===== src/rtl/alu_pkg.sv =====
// Shared opcode encodings and types for the execute-stage ALU.
package alu_pkg;

    typedef logic [2:0] alu_op_t;

    localparam alu_op_t OP_AND = 3'b000;
    localparam alu_op_t OP_OR  = 3'b001;
    localparam alu_op_t OP_ADD = 3'b010;
    localparam alu_op_t OP_XOR = 3'b011;
    localparam alu_op_t OP_NOR = 3'b100;
    localparam alu_op_t OP_SRL = 3'b101;
    localparam alu_op_t OP_SUB = 3'b110;
    localparam alu_op_t OP_SLT = 3'b111;

    // ADD/SUB/SLT all share one adder; SLT needs a subtraction for its compare.
    function automatic logic op_is_sub(input alu_op_t op);
        return (op == OP_SUB) || (op == OP_SLT);
    endfunction

endpackage


===== src/rtl/alu_addsub.sv =====
// Shared WIDTH-bit adder/subtractor: sum = a + b, or a + ~b + 1 when sub is set.
module alu_addsub #(
    parameter int WIDTH = 64
) (
    input  logic [WIDTH-1:0] a,
    input  logic [WIDTH-1:0] b,
    input  logic             sub,
    output logic [WIDTH-1:0] sum,
    output logic             carry,
    output logic             ovf
);

    logic [WIDTH-1:0] b_eff;
    logic [WIDTH:0]   total;

    assign b_eff = sub ? ~b : b;
    assign total = {1'b0, a} + {1'b0, b_eff} + {{WIDTH{1'b0}}, sub};
    assign sum   = total[WIDTH-1:0];
    assign carry = total[WIDTH];
    // Signed overflow: operands agree in sign but the result does not.
    assign ovf   = (a[WIDTH-1] == b_eff[WIDTH-1]) && (sum[WIDTH-1] != a[WIDTH-1]);

endmodule


===== src/rtl/alu_core.sv =====
// Execute-stage ALU with registered result and zero flag (1-cycle latency).
// Define ALU_OVERFLOW_EN to add the registered signed-overflow output.
module alu_core
    import alu_pkg::*;
#(
    parameter int WIDTH = 64
) (
    input  logic             clk,
    input  logic             rst,
    input  logic [2:0]       aluOP,
    input  logic [WIDTH-1:0] A,
    input  logic [WIDTH-1:0] B,
    output logic             zero,
    output logic [WIDTH-1:0] bus_resultOP
`ifdef ALU_OVERFLOW_EN
    ,
    output logic             overflow
`endif
);

    localparam int SHW = $clog2(WIDTH);

    alu_op_t          op;
    logic [WIDTH-1:0] as_sum;
    logic             as_carry;
    logic             as_ovf;
    logic             unused_carry;
    logic [SHW-1:0]   shamt;
    logic [WIDTH-1:0] result_d;
    logic [WIDTH-1:0] result_q;
    logic             zero_d;
    logic             zero_q;

    assign op           = alu_op_t'(aluOP);
    assign shamt        = B[SHW-1:0];
    assign unused_carry = as_carry;

    alu_addsub #(
        .WIDTH(WIDTH)
    ) u_addsub (
        .a    (A),
        .b    (B),
        .sub  (op_is_sub(op)),
        .sum  (as_sum),
        .carry(as_carry),
        .ovf  (as_ovf)
    );

    always_comb begin
        result_d = '0;
        case (op)
            OP_AND:  result_d = A & B;
            OP_OR:   result_d = A | B;
            OP_ADD:  result_d = as_sum;
            OP_XOR:  result_d = A ^ B;
            OP_NOR:  result_d = ~(A | B);
            OP_SRL:  result_d = A >> shamt;
            OP_SUB:  result_d = as_sum;
            // Sign of the difference corrected by overflow gives the true signed compare.
            OP_SLT:  result_d = {{(WIDTH-1){1'b0}}, as_sum[WIDTH-1] ^ as_ovf};
            default: result_d = '0;
        endcase
    end

    assign zero_d = (result_d == '0);

    always_ff @(posedge clk or posedge rst) begin
        if (rst) begin
            result_q <= '0;
            zero_q   <= 1'b1;
        end else begin
            result_q <= result_d;
            zero_q   <= zero_d;
        end
    end

    assign bus_resultOP = result_q;
    assign zero         = zero_q;

`ifdef ALU_OVERFLOW_EN
    logic ovf_d;
    logic ovf_q;

    assign ovf_d = ((op == OP_ADD) || (op == OP_SUB)) ? as_ovf : 1'b0;

    always_ff @(posedge clk or posedge rst) begin
        if (rst) begin
            ovf_q <= 1'b0;
        end else begin
            ovf_q <= ovf_d;
        end
    end

    assign overflow = ovf_q;
`endif

endmodule


===== config.mk =====
export PLATFORM = sky130hd
export DESIGN_NAME = alu_core
export DESIGN_NICKNAME = d
export VERILOG_FILES = /design/src/rtl/alu_pkg.sv /design/src/rtl/alu_addsub.sv /design/src/rtl/alu_core.sv
export SDC_FILE = /design/constraint.sdc
export NUM_CORES = 1
export LEC_CHECK = 0
export CAP_MARGIN = 20
export CORE_MARGIN = 2
export CORE_UTILIZATION = 47
export CTS_BUF_LIST = sky130_fd_sc_hd__clkbuf_16
export CTS_CLUSTER_SIZE = 10
export DETAILED_ROUTE_END_ITERATION = 8
export PLACE_DENSITY = 0.69
export SLEW_MARGIN = 0
export SYNTH_ARGS = -nofsm -noshare
export SYNTH_HDL_FRONTEND = slang
export SYNTH_SLANG_ARGS = --single-unit

===== constraint.sdc =====
create_clock -name clk -period 2.2 [get_ports clk]
set_clock_uncertainty 0.15 [all_clocks]
set_input_delay 0.55 -clock clk [delete_from_list [all_inputs] [get_ports clk]]
set_output_delay 0.55 -clock clk [all_outputs]
set_load 0.1 [all_outputs]

==> results of run 1 <==
[metal layers]
metal  GRT overflow  track usage (%)
met4              3             77.3
met2              3             93.3
met5              0             53.9
met3              2             72.4
met1              2             81.6
[per-stage QoR]
stage | util [%] | std cells | instance area [sq um] | TNS, ns
3_5_place_dp | 76.6 | 3234 | 24000 | -121.20
3_3_place_gp | 76.6 | 3234 | 24000 | -116.67
4_1_cts | 87.3 | 3357 | 27400 | -78.07
2_1_floorplan | - | 1967 | 15600 | -80.26
[kinds of logic after synthesis]
family          synth area share, %
fa+ha+maj                      16.5
mux                            15.1
xor+xnor                       6.28
flops                          10.9
buf+inv                        7.32
simple gates                   17.5
compound gates                 26.4
[repair_timing]
action | in CTS
gates resized for setup | 528
setup endpoints to repair | 65
pin swaps | 168
cloned | 3
setup buffers | 123
==> metrics.cfg, run 1 <==
[outcome]
status=did not finish
failed_stage=global routing (5_1_grt)
error=[ERROR GRT-0232] Routing congestion too high. Check the congestion heatmap in the GUI.

[global_routing]
grt_use_total_pct=81.5
grt_max_degree=66
grt_overflow=10

[yosys]
ys_warn_count=0
ys.flop_type=dfrtp_1
synth_edf_count=0
ys_types=89
async_reset_ff_share_pct=100
synth_commonest_cells=ha_1 (195), nand2_1 (193), nor2_1 (184)
syn_nets=2296
ys_ff_latch=65
synth_top_area_cell=ha_1
post-synth-top-count-cell=ha_1
synth_area_leaders=ha_1 (16%), dfrtp_1 (11%), mux4_2 (8.4%)
avgSynthCellArea_sq_um=7.59
synth_top_area_share_pct=16.3
syn-cell-area_sq_um=14900
seq_area_frac_synth_pct=10.9
syn-instance-count=1967

[placement]
port_buffers=197
dpl.hpwl_mm=65.8
dp_slack_ns=-3.37
gp_congestion=1.11

[timing]
worstEndpointGrtRepair=zero$_DFF_PP1_/D
worstEndpointType=sequential cell input

[die]
io_pins=198
die_h_microns=182
start_util_pct=47.6
rows=65
die_x_microns=182

[clock_tree]
cts_root_buf=clkbuf_16
cts_max_level=3
ctsHoldBuffers=0
cts_buffers=9
cts.sinks=65
clk_path_buf_depth=2

==> run 2: changes to the inputs <==
CORE_UTILIZATION = 32   (was 47)
CTS_BUF_LIST = unset   (was sky130_fd_sc_hd__clkbuf_16)
CTS_CLUSTER_SIZE = unset   (was 10)
PLACE_DENSITY = unset   (was 0.69)
PLACE_DENSITY_LB_ADDON = 0.15   (was unset)
clock period = 2.9 ns   (was 2.2 ns; I/O delays follow)
==> metrics.cfg, run 2 <==
[global_routing]
grt_max_degree=83
grt_pass1_vias=20400
grt_overflow=0
grt_use_total_pct=38.0
antenna_found_initial=1
grt_pass1_wl_mm=133

[yosys]
syn-cell-area_sq_um=14900
synth_area_leaders=ha_1 (16%), dfrtp_1 (11%), mux4_2 (8.4%)
post-synth-top-count-cell=ha_1
synth_commonest_cells=ha_1 (195), nand2_1 (193), nor2_1 (184)
ys_types=89
syn-instance-count=1967
seq_area_frac_synth_pct=10.9
synth_edf_count=0
ys_ff_latch=65
ys_warn_count=0
syn_nets=2296
synth_top_area_cell=ha_1
avgSynthCellArea_sq_um=7.59
async_reset_ff_share_pct=100
synth_top_area_share_pct=16.3
ys.flop_type=dfrtp_1

[timing]
slew_headroom_pct=45.3
tightest_slew_ns=0.812
finalSetupViolCount=65
fin_crit_ns=5.07
finalHoldViolCount=0
drv_slew=0
setup_ws_ns=-2.17
finalSetupTns_ns=-51.92
rsz0062_at_grt=true
period_share_pct=175
fmax_mhz=197

[finish]
largest_register_ff_count=64
drive_gt1_share_pct=49.7
layout.nets=3323
layout_commonest_cell=buf_4
n_fill_cell=4131
final_cell_count_no_fill=3606
final_cell_mix=buf_4 (897), nand2_1 (181), ha_1 (169)
diodes=0
fin_util_pct=59.7
syn2layout_area_growth_pct=85.0

[setup_path]
critical_path_required_ns=3.11
worst_setup_path_start_kind=input port
cp_max_fo=5
endpoint_kind=flop
worst-setup-path-type=in2reg
critPathSlowestCell=a2111o_1
crit_path_cell_trace=buf_8 -> clkinv_4 -> nor2_4 -> buf_12 -> xnor2_4 -> ha_4 -> a31o_4 -> a221oi_4 -> buf_12 -> buf_8 -> xor2_4 -> o21ai_1 -> o32a_1 -> a2111o_1 -> nor4_2 -> nand4b_1 -> nor3_2 -> buf_4 -> nand4_1 -> buf_6 -> nor4_4 -> and4b_1
max_stage_delay_ns=0.44
cp_data_arrival_time_ns=5.27

[clock_tree]
cts_buffers=9
clk_path_buf_depth=2
cts_root_buf=clkbuf_16
cts.sinks=65
cts_tree=done
cts_max_level=3
ctsHoldBuffers=0
clk_pin_slew_ns=0.08

[power]
ir_drop_mv=0.350
p_leak_nw=12.9
switching_share_pct=49.6
p_int_mw=5.47
power_frac_clock_pct=11.9
power_switching_mw=5.38
pwr-share-comb_pct=78.0
total_power_mw=10.8
seq_power_share_pct=10.1
powerDensity_nw_per_um2=393

[die]
die_x_microns=220
io_pins=198
coreArea_sq_um=46300
die_h_microns=220
dieArea_sq_um=48400
start_util_pct=32.3
rows=79

[routing]
drc_errors=0
firstDrtPassIters=8
first_iter_violations=2037
vias_per_cell=5.72
vias=20600
final_antenna_net_count=0
wl_mm=93.9
wl_per_cell_microns=26.0

[placement]
port_buffers=197
dpl.hpwl_mm=74.8
dpl.cell_count=3471
gp_congestion=1.02

[min_path]
min_path_type=in2async

[outcome]
status=finished, violations left
failed_checks=negative setup slack

[run]
max_cap_viol_count=0

-- run 2: cell counts after synthesis --
No cell type changed its count.
-- run 2: final timing paths --
kind | startpoint | end
min | rst | bus_resultOP[26]
max in group asynchronous | rst | bus_resultOP[16]
max | aluOP[1] | zero
min in group clk | B[5] | bus_resultOP[5]
-- run 2: cell type report --
cell class                      count  area (sq um)  area share (%)
Sequential cell                    65          1630            5.89
Clock inverter                      5          55.1           0.199
Inverter                          145           562            2.03
Tap cell                          607           759            2.75
Clock buffer                       11           243           0.879
Timing Repair Buffer             1149          9640            34.9
Multi-Input combinational cell   1624         14700            53.3
-- run 2: timing repair --
action	in CTS	in global routing
setup buffers	89	55
setup endpoints to repair	65	65
cloned	1	0
resized for setup	326	219
pin swaps	122	120
hold endpoints to repair	0	0
-- run 2: metrics by stage --
step	setup WS (ns)	hold WS (ns)	area [sq um]
after floorplan	-1.86	0.851	15600
final	-2.17	0.572	27600
after detailed placement	-2.99	1.01	23800
after global routing	-2.19	0.620	27600
after CTS	-2.02	0.583	26300
after global placement	-2.94	1.00	23800
-- run 2: critical path: cells and delay by family --
kind,cells,cell delay (ns)
AO/OA/AOI/OAI,5,1.49
buffers and inverters,7,0.92
adder cells (fa/ha/maj),1,0.24
AND/OR/NAND/NOR,7,1.56
XOR/XNOR,2,0.32
-- run 2: per-layer routing --
metal	GRT usage, %	up-vias	share of wire, %
met5	0	-	0.012
met4	19.6	2	6.2
met3	5.29	256	6.8
met2	62.7	1043	46
met1	48.2	10000	41
li1	-	9317	-
-- run 2: kinds of logic after synthesis --
kind of cell	share of synthesized area [%]
flops	10.9
buf+inv	7.32
xor+xnor	6.28
mux	15.1
simple gates	17.5
compound gates	26.4
fa+ha+maj	16.5
-- run 2: power by group through the flow --
stage	combinational, mW	sequential [mW]	clock (mW)
2_1_floorplan	2.55	2.20	0
3_3_place_gp	6.98	1.11	0
3_5_place_dp	6.98	1.11	0
4_1_cts	7.81	1.10	1.31
5_1_grt	8.82	1.11	1.32
6_report	8.46	1.10	1.29
(Power assumes the default switching activity.)
